<file path="src/rtl/pixel_word_packer.sv">
// Packs a byte-wide pixel stream into little-endian 32-bit words and queues them, with frame-end tagging, in a small FIFO.
// Optional PIXEL_WORD_PACKER_DROP_COUNT_EN adds a saturating 16-bit dropped-word counter output.
module pixel_word_packer #(
  parameter int FRAME_PIXELS = 784,
  parameter int FIFO_DEPTH   = 4
) (
  input  logic        clk,
  input  logic        reset,
  input  logic        pixel_valid,
  input  logic [7:0]  pixel,
  output logic        word_valid,
  input  logic        word_ready,
  output logic [31:0] word_data,
  output logic        word_last,
  output logic        overflow
`ifdef PIXEL_WORD_PACKER_DROP_COUNT_EN
  ,
  output logic [15:0] drop_count
`endif
);

  localparam int AW  = $clog2(FIFO_DEPTH);
  localparam int FCW = $clog2(FRAME_PIXELS);
  localparam logic [FCW-1:0] LAST_PIX = FCW'(FRAME_PIXELS - 1);
  localparam logic [AW:0]    DEPTH_C  = (AW + 1)'(FIFO_DEPTH);

  logic [1:0]     lane_q, lane_d;
  logic [FCW-1:0] frame_q, frame_d;
  logic [23:0]    partial_q, partial_d;
  logic [AW-1:0]  wr_ptr_q, wr_ptr_d;
  logic [AW-1:0]  rd_ptr_q, rd_ptr_d;
  logic [AW:0]    count_q, count_d;
  logic           overflow_q, overflow_d;
  logic [32:0]    mem_q [FIFO_DEPTH];

  logic push, pop, full, wr_en, drop, last_pix;

  // NOTE: every combinational output gets a default first so no path leaves it unassigned, which would infer a latch.
  always_comb begin
    pop        = (count_q != '0) && word_ready;
    push       = pixel_valid && (lane_q == 2'd3);
    full       = (count_q == DEPTH_C);
    wr_en      = push && (!full || pop);
    drop       = push && full && !pop;
    last_pix   = (frame_q == LAST_PIX);

    lane_d     = lane_q;
    frame_d    = frame_q;
    partial_d  = partial_q;
    wr_ptr_d   = wr_ptr_q;
    rd_ptr_d   = rd_ptr_q;
    count_d    = count_q;
    overflow_d = overflow_q | drop;

    // Counters advance on every accepted pixel, even when the completed word is dropped, so framing survives overflow.
    if (pixel_valid) begin
      lane_d  = lane_q + 2'd1;
      frame_d = last_pix ? '0 : frame_q + 1'b1;
      case (lane_q)
        2'd0:    partial_d[7:0]   = pixel;
        2'd1:    partial_d[15:8]  = pixel;
        2'd2:    partial_d[23:16] = pixel;
        default: partial_d        = '0;
      endcase
    end

    if (wr_en) wr_ptr_d = wr_ptr_q + 1'b1;
    if (pop)   rd_ptr_d = rd_ptr_q + 1'b1;

    case ({wr_en, pop})
      2'b10:   count_d = count_q + 1'b1;
      2'b01:   count_d = count_q - 1'b1;
      default: count_d = count_q;
    endcase
  end

  // NOTE: state registers use non-blocking assignments so every flop samples the pre-edge value of its peers.
  always_ff @(posedge clk or negedge reset) begin
    if (!reset) begin
      lane_q     <= '0;
      frame_q    <= '0;
      partial_q  <= '0;
      wr_ptr_q   <= '0;
      rd_ptr_q   <= '0;
      count_q    <= '0;
      overflow_q <= 1'b0;
    end else begin
      lane_q     <= lane_d;
      frame_q    <= frame_d;
      partial_q  <= partial_d;
      wr_ptr_q   <= wr_ptr_d;
      rd_ptr_q   <= rd_ptr_d;
      count_q    <= count_d;
      overflow_q <= overflow_d;
    end
  end

  // NOTE: FIFO storage is not reset; the head is only visible while occupancy is non-zero, which reset clears.
  always_ff @(posedge clk) begin
    if (wr_en) mem_q[wr_ptr_q] <= {last_pix, pixel, partial_q};
  end

  assign word_valid = (count_q != '0);
  assign word_data  = word_valid ? mem_q[rd_ptr_q][31:0] : 32'h0;
  assign word_last  = word_valid & mem_q[rd_ptr_q][32];
  assign overflow   = overflow_q;

`ifdef PIXEL_WORD_PACKER_DROP_COUNT_EN
  logic [15:0] drop_cnt_q;

  always_ff @(posedge clk or negedge reset) begin
    if (!reset) begin
      drop_cnt_q <= '0;
    end else if (drop && (drop_cnt_q != 16'hFFFF)) begin
      drop_cnt_q <= drop_cnt_q + 16'd1;
    end
  end

  assign drop_count = drop_cnt_q;
`endif

endmodule

</file>
<file path="config.mk">
export PLATFORM = sky130hd
export DESIGN_NAME = pixel_word_packer
export DESIGN_NICKNAME = d
export VERILOG_FILES = /design/src/rtl/pixel_word_packer.sv
export SDC_FILE = /design/constraint.sdc
export NUM_CORES = 1
export LEC_CHECK = 0
export CORE_UTILIZATION = 44
export CTS_BUF_LIST = sky130_fd_sc_hd__clkbuf_4 sky130_fd_sc_hd__clkbuf_8 sky130_fd_sc_hd__clkbuf_16
export DETAILED_ROUTE_END_ITERATION = 16
export SLEW_MARGIN = 10
export SYNTH_ARGS = -nofsm -noshare
export SYNTH_HDL_FRONTEND = slang
export SYNTH_SLANG_ARGS = --single-unit
export TNS_END_PERCENT = 50
</file>
<file path="constraint.sdc">
create_clock -name clk -period 6 [get_ports clk]
set_input_delay 1.2 -clock clk [delete_from_list [all_inputs] [get_ports clk]]
set_output_delay 1.2 -clock clk [all_outputs]
set_load 0.1 [all_outputs]
</file>
# Word level (Yosys, flattened, before mapping)
# Memories as Yosys holds them, arrays and structs flattened.
# Index checks and enable logic that the tools add are counted.
# op_classes
addsub	6
eq_ne	7
muxes	8
n_bitwise	5
n_reduce_logical	17
# ops
operator	n
8-bit one-hot mux with 2 select lines	3
32-bit two-way mux	1
10-bit by 1-bit adder with 10-bit output, second input constant	1
10-bit equality test, second input constant	1
10-bit two-way mux	1
2-bit by 1-bit adder with 2-bit output, second input constant	3
2-bit equality test, second input constant	3
3-bit one-hot mux with 2 select lines	1
2-bit AND reduction	3
2-bit OR reduction	3
1-bit logical AND	5
2-bit by 1-bit equality test with 1-bit output, second input constant	2
3-bit by 1-bit adder with 3-bit output, second input constant	1
3-bit equality test, second input constant	1
1-bit NOT	3
3-bit nonzero test	1
3-bit by 1-bit subtractor with 3-bit output, second input constant	1
1-bit zero test	2
2-bit zero test	1
1-bit two-way mux	2
2-bit nonzero test	1
1-bit bitwise AND	1
1-bit logical OR	1
1-bit OR	1
# totals
regBits	44
ramBits	132
in_bits	12
out_inout_bits	35
wordCells	53
n_memories	1
# mem_list
memory	words	width	rd	rd_clocked_by_memory_dff	write_ports	line	source
mem_q	4	33	1	0	1	34	logic [32:0] mem_q [FIFO_DEPTH];

# Logic depth before layout (Yosys ltp)
# Gate-level depths: netlist of run 1.
# logic_depth
depth_word	6
mapped_depth	9
depth_no_buf	7

# Worst setup path after synthesis of run 1
# OpenSTA, ideal clock, no wires.
# synth_timing
path_kind	flip-flop to output port
from	register count_q[0]
to	output port word_data[23]
t_arrival_ns	2.025
t_required_ns	4.800
slack_ns	2.775
stages_incl_launch_ff	6
n_path_buf	3
cell_sequence	dfrtp_1 buf_2 or3_1 buf_2 buf_2 and2_1
# synth_via
elab_chain_cells	2
# synth_rtl
item	line	source
start: declaration	32	logic [AW:0] count_q, count_d;
start signal: assignment	93	count_q <= count_d;
3-bit nonzero test	103	assign word_valid = (count_q != '0);
via word_valid	11	output logic word_valid,
32-bit two-way mux	104	assign word_data = word_valid ? mem_q[rd_ptr_q][31:0] : 32'h0;
end: declaration	13	output logic [31:0] word_data,
# The timed path passes the listed nets, and every way through them passes these cells.

# Worst setup path after layout of run 1
# layout_timing
from	register rd_ptr_q[0]
to	output port word_data[25]
# layout_via
elab_chain_cells	2
# layout_rtl
item	line	source
start: declaration	31	logic [AW-1:0] rd_ptr_q, rd_ptr_d;
start signal: assignment	92	rd_ptr_q <= rd_ptr_d;
memory read 4 x 33 bit	n/a	
32-bit two-way mux	104	
# Every way passes these cells.

==> summary.txt, run 1 <==
CTS
  • Setup bufs post-CTS: 0
  • CTS H-tree lvls: 4
  • Clock buffer depth: 2
  • CTS Hold Bufs: 0
  • Worst-skew pair later-pin latency: 0.42 ns
  • CTS sink cnt: 176
  • Post-cts sizing count: 0
  • CTS tree: yes
  • Clock-pin slew on the worst setup and hold paths: 0.06 ns
  • Root Buffer: clkbuf_16
  • Num CTS Buffers: 17

Die
  • Die X: 131 um
  • IO Count: 47
  • Starting Density: 45.4%
  • Num rows: 46
  • Die ar.: 17,000 sq um
  • Total core area: 16,000 sq um
  • Die height: 131 um

Routing
  • Routed WL: 13.6 mm
  • Antenna Nets Post-Route: 0
  • DR DRC count: 0
  • Initial drt markers: 278
  • Drt pass-1 iters: 4
  • Avg Vias per Cell: 5.26
  • Drt wl/cell: 19.0 um
  • DR vias: 3,763

Setup path
  • Crit path largest cell delay: 0.97 ns
  • CP Cell Sequence: buf_4 -> mux4_1 -> and2_1 -> clkdlybuf4s50_1
  • Slowest CP cell: clkdlybuf4s50_1
  • Crit path kind: reg2out
  • Crit path launch type: flop
  • CP Capture Type: output pin
  • Worst Path Required: 4.80 ns
  • Crit-path max FO: 23
  • Arr. time, crit path: 3.40 ns

Worst hold path
  • Worst min path class: reg2reg

Logic synthesis
  • Synth top area share: 54.5%
  • Mapped Area: 7270 sq um
  • Synth Register Bits: 176
  • EDFF count, synth: 132
  • Syn nets: 464
  • Post-Synthesis Cells: 442
  • Library cells used by synthesis: 45
  • Number of synthesis warnings: 0
  • Post-synth ARST share: 25.0%
  • Dominant cell type by area after synthesis: edfxtp_1
  • Post-synthesis sequential area ratio: 69.7%
  • Top cells by area, synth: edfxtp_1 55%, dfrtp_1 15%, mux4_1 6.1%
  • Syn Area/Cell: 16.4 sq um
  • Main flop type after synthesis: edfxtp_1

Global routing
  • First-pass GRT wire length: 21.1 mm
  • Antenna violations before repair: 0
  • Vias in the first global route: 3,830
  • Remaining Overflow, GRT: 0
  • Largest net degree at the start of global routing: 45
  • Gr usage total: 17.3%

STA
  • Final Hold Violating Endpoints: 0
  • Tmin final: 4.60 ns
  • Fmax: 0.217 GHz
  • Max-slew headroom: 31.1%
  • Worst-Margin Slew: 1.03 ns
  • Worst hold margin: 0.458 ns
  • Clock Skew: 0.00736 ns
  • Setup repair after global routing missed its margin: false
  • Final Max Tran Viols: 0
  • Final period util: 76.7%
  • Final setup fails: 0
  • Final TNS setup: 0 ns

Placed design
  • GPL Wtd Cong: 0.728
  • Placed insts: 684
  • # port buffers: 46
  • DP HPWL: 8.27 mm

Layout
  • Non-filler cells, final: 716
  • Final #Nets: 509
  • Synth-to-layout area growth: 16.8%
  • # diodes: 0
  • Share of layout cells above drive strength 1: 12.6%

Run status
  • Status: finished, final reports clean

Run
  • Max Cap Viol: 0
layout make-up:
cell class / count / area, sq um
repair buffers: 52 / 500
inverters: 10 / 37.5
flip-flops and latches: 176 / 5070
fillers: 1340 / 7510
well taps: 216 / 270
multi-input cells: 230 / 2010
clock inverters: 13 / 169
clock buffers: 19 / 440
layout by cell type, fill, tap and decap left out, types with 2 or more instances in the layout:
| cell type | netlist | routed |
|---|---|---|
| clkbuf_16 | 0 | 17 |
| clkdlybuf4s50_1 | 0 | 45 |
| o21ai_0 | 24 | 24 |
| o211ai_1 | 3 | 3 |
| nand2_1 | 61 | 61 |
| clkinv_1 | 0 | 2 |
| inv_1 | 10 | 10 |
| a21o_1 | 2 | 2 |
| and4_1 | 2 | 2 |
| o21ai_1 | 5 | 5 |
| or3_1 | 2 | 2 |
| xnor2_1 | 7 | 7 |
| and2_1 | 38 | 38 |
| buf_4 | 0 | 6 |
| clkinv_2 | 0 | 5 |
| clkbuf_4 | 0 | 2 |
| nand3_1 | 8 | 8 |
| dfrtp_1 | 44 | 42 |
| nand4_1 | 5 | 5 |
| bufinv_16 | 0 | 4 |
| o311ai_2 | 2 | 2 |
| nor2_1 | 2 | 2 |
| mux4_2 | 16 | 16 |
| nand3b_1 | 2 | 2 |
| o311ai_0 | 2 | 2 |
| mux4_1 | 17 | 17 |
| dfrtp_2 | 0 | 2 |
| or3b_1 | 2 | 2 |
| edfxtp_1 | 132 | 132 |
| a21oi_1 | 2 | 2 |
| ha_1 | 9 | 9 |
critical path, delay by kind of cell, from the launching register on:
kind                   cells  cell delay [ns]
buffers and inverters      2             1.38
DFF                        1             0.85
muxes                      1             0.58
and+or+nand+nor            1             0.17
through the flow:
stage / setup slack [ns] / util [%] / instance area [sq um]
after floorplan: 2.77 / - / 7270
after global placement: 1.77 / 49.3 / 7880
after detailed placement: 1.77 / 49.3 / 7880
after CTS: 1.31 / 53.1 / 8490
after global routing: 1.23 / 53.1 / 8490
final: 1.40 / 53.1 / 8490
worst paths after layout:
kind                                  to  slack (ns)  depth (start not counted)   startpoint
max reg2reg                 mem_q[2][24]        3.36                          5    lane_q[0]
min reg2reg                     overflow        0.46                          1     overflow
min                             overflow        0.46                          1     overflow
max in group asynchronous    rd_ptr_q[0]        4.33                          1        reset
min in group asynchronous       overflow        0.96                          1        reset
max                        word_data[25]        1.40                          4  rd_ptr_q[0]
cell families after synthesis:
family                     share of synthesized area [%]
DFF                                                 69.7
buffers and inverters                               2.70
muxes                                               11.3
AOI/OAI and AO/OA                                   4.11
adders and majority gates                           1.82
and+or+nand+nor                                     9.45
xor gates and xnor gates                           0.964
per-layer routing:
layer	part of all wire (%)	global-route usage, %	vias to the layer above	wire length [um]
met2	51	29.3	50	6970
met5	0	0	-	0
met3	3.0	3.58	13	414
li1	-	-	1761	-
met4	1.2	6.22	0	164
met1	44	22.1	1939	6030
sequential cells by signal (all words and copies together), names as in the netlist:
| name | count |
|---|---|
| count_q | 3 |
| frame_q | 10 |
| lane_q | 2 |
| mem_q | 132 |
| overflow | 1 |
| partial_q | 24 |
| rd_ptr_q | 2 |
| wr_ptr_q | 2 |
synthesized netlist by cell type, types with 3 or more instances:
master / count
and2_1: 38
buf_2: 13
buf_6: 6
clkbuf_1: 7
dfrtp_1: 44
edfxtp_1: 132
ha_1: 9
inv_1: 10
mux4_1: 17
mux4_2: 16
nand2_1: 61
nand3_1: 8
nand4_1: 5
o211ai_1: 3
o21ai_0: 24
o21ai_1: 5
xnor2_1: 7
Power of run 1 is not shown: default switching activity piles up to over one toggle a cycle in this logic, so the estimate is an artifact.
==> run 2: changes to the inputs <==
- clock period: 6 -> 4.7 ns (I/O delays scaled with it)
==> summary.txt, run 2 (synthesis gave the netlist of run 1 again) <==
Routing
  • Drt wl/cell: 18.8 um (was 19.0 um)
  • Antenna Nets Post-Route: 0 (unchanged)
  • DR vias: 3,736 (was 3,763)
  • DR DRC count: 0 (unchanged)
  • Routed WL: 13.6 mm (about the same)
  • Initial drt markers: 332 (was 278)
  • Avg Vias per Cell: 5.18 (was 5.26)
  • Drt pass-1 iters: 4 (unchanged)

STA
  • Final period util: 75.8%
  • Max-slew headroom: 35.3% (was 31.1%)
  • Final setup fails: 0 (unchanged)
  • Final TNS setup: 0 ns (unchanged)
  • Fmax: 0.281 GHz
  • Tmin final: 3.56 ns
  • Setup repair after global routing missed its margin: false (unchanged)
  • Clock Skew: 0.0128 ns (was 0.00736 ns)
  • Final Hold Violating Endpoints: 0 (unchanged)
  • Final Max Tran Viols: 0 (unchanged)
  • Worst-Margin Slew: 0.967 ns (was 1.03 ns)

CTS
  • Clock-pin slew on the worst setup and hold paths: 0.06 ns (about the same)
  • Clock buffer depth: 2 (unchanged)
  • CTS sink cnt: 176 (unchanged)
  • CTS H-tree lvls: 4 (unchanged)
  • Worst-skew pair later-pin latency: 0.43 ns (was 0.42 ns)
  • CTS Hold Bufs: 0 (unchanged)
  • Root Buffer: clkbuf_16 (unchanged)
  • Num CTS Buffers: 17 (unchanged)
  • Setup bufs post-CTS: 0 (unchanged)
  • Post-cts sizing count: 0 (unchanged)
  • CTS tree: yes (unchanged)

Setup path
  • Arr. time, crit path: 2.62 ns (was 3.40 ns)
  • Most common cell on crit path: buf_4
  • CP bufs+invs: 2 (unchanged)
  • CP Cell Sequence: buf_4 -> mux4_1 -> and2_1 -> buf_4 (was buf_4 -> mux4_1 -> and2_1 -> clkdlybuf4s50_1)
  • Slowest CP cell: dfrtp_2 (was clkdlybuf4s50_1)
  • Crit path largest cell delay: 0.91 ns (was 0.97 ns)
  • Cell family with most CP delay: flip-flops (was buffers and inverters)
  • Crit path launch type: flop (unchanged)
  • CP Capture Type: output pin (unchanged)
  • Reg2reg setup slack: 2.13 ns (was 3.36 ns)
  • Crit path kind: reg2out (unchanged)
  • Crit-path max FO: 25 (was 23)
  • Worst Path Required: 3.76 ns (was 4.80 ns)

Global routing
  • Vias in the first global route: 3,781 (was 3,830)
  • Remaining Overflow, GRT: 0 (unchanged)
  • Gr usage total: 17.4% (was 17.3%)
  • Grt met3 use: 3.95% (was 3.58%)
  • Busiest grt layer: met2 (unchanged)
  • GR Util met1: 22.6% (was 22.1%)
  • GRT met2 Usage: 28.7% (was 29.3%)
  • Antenna violations before repair: 0 (unchanged)
  • Largest net degree at the start of global routing: 36 (was 45)
  • First-pass GRT wire length: 21.1 mm (about the same)

Die
  • IO Count: 47 (unchanged)
  • Total core area: 16,000 sq um (unchanged)
  • Die ar.: 17,000 sq um (unchanged)
  • Num rows: 46 (unchanged)
  • Starting Density: 45.4% (unchanged)
  • Die X: 131 um (unchanged)
  • Die height: 131 um (unchanged)

Layout
  • Most frequent cells in the layout: 132 x edfxtp_1, 61 x nand2_1, 44 x buf_4 (was 132 x edfxtp_1, 61 x nand2_1, 45 x clkdlybuf4s50_1)
  • Final #Nets: 514 (was 509)
  • Top flop regs: mem_q: 132 flops, partial_q: 24 flops, frame_q: 10 flops (unchanged)
  • Largest register FFs: 132 (unchanged)
  • Share of layout cells above drive strength 1: 20.0% (was 12.6%)
  • Final instance area: 8460 sq um (was 8490 sq um)
  • Biggest register: mem_q (unchanged)
  • # diodes: 0 (unchanged)
  • Synth-to-layout area growth: 16.4% (was 16.8%)
  • # fillers: 1,323 (was 1,340)
  • Commonest non-fill, non-tap cell in the layout: edfxtp_1 (unchanged)

Placed design
  • GPL Wtd Cong: 0.692 (was 0.728)
  • # port buffers: 46 (unchanged)
  • Post-DP Area: 7850 sq um (was 7880 sq um)
  • DP HPWL: 8.31 mm (was 8.27 mm)

Worst hold path
  • Worst min path class: in2async (was reg2reg)

Run status
  • Status: finished, final reports clean (unchanged)

Run
  • Max Cap Viol: 0 (unchanged)
[run 2: layout make-up]
cell class / count / area [sq um] / area share (%)
flip-flops and latches: 176 / 5070 / 59.9
inverters: 10 / 37.5 / 0.444
multi-input cells: 230 / 2010 / 23.7
clock inverters: 12 / 166 / 1.97
repair buffers: 57 / 465 / 5.50
well taps: 216 / 270 / 3.19
clock buffers: 20 / 448 / 5.29
[run 2: worst paths after layout]
path	start	end	cells after the start
setup / recovery	rd_ptr_q[0]	word_data[22]	4
hold / removal	reset	partial_q[23]	1
setup reg to reg	count_q[0]	count_q[2]	7
hold reg to reg	overflow	overflow	1
max in group asynchronous	reset	rd_ptr_q[0]	2
min in group clk	overflow	overflow	1
[run 2: stage by stage]
stage	setup slack (ns)	instances	utilization, %	hold slack [ns]
3_5_place_dp	1.36	689	49.0	0.451
5_1_grt	0.981	721	52.9	0.408
2_1_floorplan	1.73	442	-	0.467
6_report	1.14	721	52.9	0.395
4_1_cts	1.05	721	52.9	0.389
3_3_place_gp	1.43	689	49.0	0.459
[run 2: routing by layer]
layer,vias up,part of all wire [%]
met3,15,3.3
met1,1895,44
met2,55,51
met5,-,0
met4,0,1.4
li1,1771,-
Power of run 2 is left out for the same reason.
==> run 3: changes to the inputs <==
- clock period: 4.7 -> 3 ns (I/O delays scaled with it)
==> summary.txt, run 3 (synthesis gave the netlist of run 1 again) <==
Global routing
  • Largest net degree at the start of global routing: 38 (was 36)
  • Antenna violations before repair: 0 (unchanged)
  • First-pass GRT wire length: 21.5 mm (was 21.1 mm)
  • Gr usage total: 17.5% (was 17.4%)
  • Vias in the first global route: 4,028 (was 3,781)
  • Remaining Overflow, GRT: 0 (unchanged)

STA
  • Final period util: 93.5%
  • Tmin final: 2.80 ns
  • Fmax: 0.357 GHz
  • Clock Skew: 0.00713 ns (was 0.0128 ns)
  • Final Hold Violating Endpoints: 0 (unchanged)
  • Setup repair after global routing missed its margin: false (unchanged)
  • Final setup fails: 0 (unchanged)
  • Max-slew headroom: 48.9% (was 35.3%)
  • Final TNS setup: 0 ns (unchanged)
  • Final Max Tran Viols: 0 (unchanged)
  • Worst-Margin Slew: 0.767 ns (was 0.967 ns)

CTS
  • CTS tree: yes (unchanged)
  • CTS H-tree lvls: 4 (unchanged)
  • CTS Hold Bufs: 0 (unchanged)
  • Root Buffer: clkbuf_16 (unchanged)
  • Post-cts sizing count: 0 (unchanged)
  • Num CTS Buffers: 17 (unchanged)
  • Worst-skew pair later-pin latency: 0.41 ns (was 0.43 ns)
  • CTS sink cnt: 176 (unchanged)
  • Clock buffer depth: 2 (unchanged)
  • Clock-pin slew on the worst setup and hold paths: 0.06 ns (about the same)
  • Setup bufs post-CTS: 0 (unchanged)

Routing
  • DR DRC count: 0 (unchanged)
  • Drt pass-1 iters: 4 (unchanged)
  • Avg Vias per Cell: 5.29 (was 5.18)
  • Antenna Nets Post-Route: 0 (unchanged)
  • Drt wl/cell: 18.3 um (was 18.8 um)
  • Initial drt markers: 248 (was 332)
  • DR vias: 3,820 (was 3,736)
  • Routed WL: 13.2 mm (was 13.6 mm)

Layout
  • Largest register FFs: 132 (unchanged)
  • Top flop regs: mem_q: 132 flops, partial_q: 24 flops, frame_q: 10 flops (unchanged)
  • Final instance area: 8860 sq um (was 8460 sq um)
  • Final #Nets: 515 (was 514)
  • Share of layout cells above drive strength 1: 20.6% (was 20.0%)
  • # diodes: 0 (unchanged)
  • Non-filler cells, final: 722 (was 721)
  • Fin util: 55.4% (was 52.9%)
  • Most frequent cells in the layout: 132 x edfxtp_1, 61 x nand2_1, 43 x dfrtp_1 (was 132 x edfxtp_1, 61 x nand2_1, 44 x buf_4)
  • Biggest register: mem_q (unchanged)
  • Synth-to-layout area growth: 21.9% (was 16.4%)
  • Commonest non-fill, non-tap cell in the layout: edfxtp_1 (unchanged)

Placed design
  • # port buffers: 46 (unchanged)
  • Post-DP Area: 8330 sq um (was 7850 sq um)
  • GPL Wtd Cong: 0.728 (was 0.692)
  • DP HPWL: 8.15 mm (was 8.31 mm)
  • Placed insts: 690 (was 689)

Setup path
  • Arr. time, crit path: 2.20 ns (was 2.62 ns)
  • Worst r2r src: count_q[0] (unchanged)
  • Worst Path Required: 2.40 ns (was 3.76 ns)
  • Crit-path max FO: 11 (was 25)
  • Reg-to-Reg End: count_q[2] (unchanged)
  • Reg2reg setup slack: 0.70 ns (was 2.13 ns)
  • Crit path launch type: flop (unchanged)
  • CP Capture Type: output pin (unchanged)
  • Crit path kind: reg2out (unchanged)
  • Reg2Reg Depth: 7 (unchanged)

Die
  • Starting Density: 45.4% (unchanged)
  • IO Count: 47 (unchanged)
  • Die ar.: 17,000 sq um (unchanged)
  • Total core area: 16,000 sq um (unchanged)
  • Num rows: 46 (unchanged)
  • Die X: 131 um (unchanged)
  • Die height: 131 um (unchanged)

Worst hold path
  • Worst min path class: in2async (unchanged)

Run
  • Max Cap Viol: 0 (unchanged)

Run status
  • Status: finished, final reports clean (unchanged)
run 3: cell types whose count changed in the layout (fill, tap and decap cells not counted), moves of 2 or more:
cell | previous run | this run
clkinv_1 | 3 | 1
inv_6 | 0 | 2
buf_12 | 1 | 39
bufinv_16 | 4 | 0
clkinv_4 | 0 | 5
buf_4 | 44 | 8
clkinv_2 | 1 | 4
clkinvlp_4 | 4 | 1
run 3: how the worst max path moves through the flow:
stage | from | end | depth (start not counted)
finish | rd_ptr_q[0] | word_data[18] | 4
global route | rd_ptr_q[0] | word_data[10] | 4
global placement | word_ready | count_q[2] | 6
floorplan | count_q[0] | word_data[23] | 5
CTS | rd_ptr_q[0] | word_data[18] | 4
detailed placement | word_ready | count_q[2] | 6
run 3: per-layer routing:
| layer | vias up | global-route usage, % | routed length (um) |
|---|---|---|---|
| met5 | - | 0 | 0 |
| met4 | 0 | 6.56 | 166 |
| met3 | 13 | 4.03 | 392 |
| met2 | 66 | 29.8 | 6790 |
| met1 | 1966 | 22.0 | 5840 |
| li1 | 1775 | - | - |
run 3: area by class of cell:
type / instances / area [sq um]
flip-flops and latches: 176 / 5070
inverters: 10 / 37.5
multi-input cells: 230 / 2010
fillers: 1317 / 7140
well taps: 216 / 270
clock buffers: 19 / 440
repair buffers: 58 / 946
clock inverters: 13 / 92.6
run 3: worst max-delay path, stage by stage (launching register included):
cell and delay, ns:
dfrtp_2 0.52, buf_4 0.30, mux4_1 0.59, and2_1 0.21, buf_12 0.17
run 3: metrics by stage:
stage / worst slack (ns) / hold slack, ns
3_3_place_gp: 0.498 / 0.447
3_5_place_dp: 0.388 / 0.457
5_1_grt: 0.0779 / 0.293
2_1_floorplan: 0.375 / 0.304
6_report: 0.196 / 0.258
4_1_cts: 0.129 / 0.259
Power of run 3 is left out for the same reason.
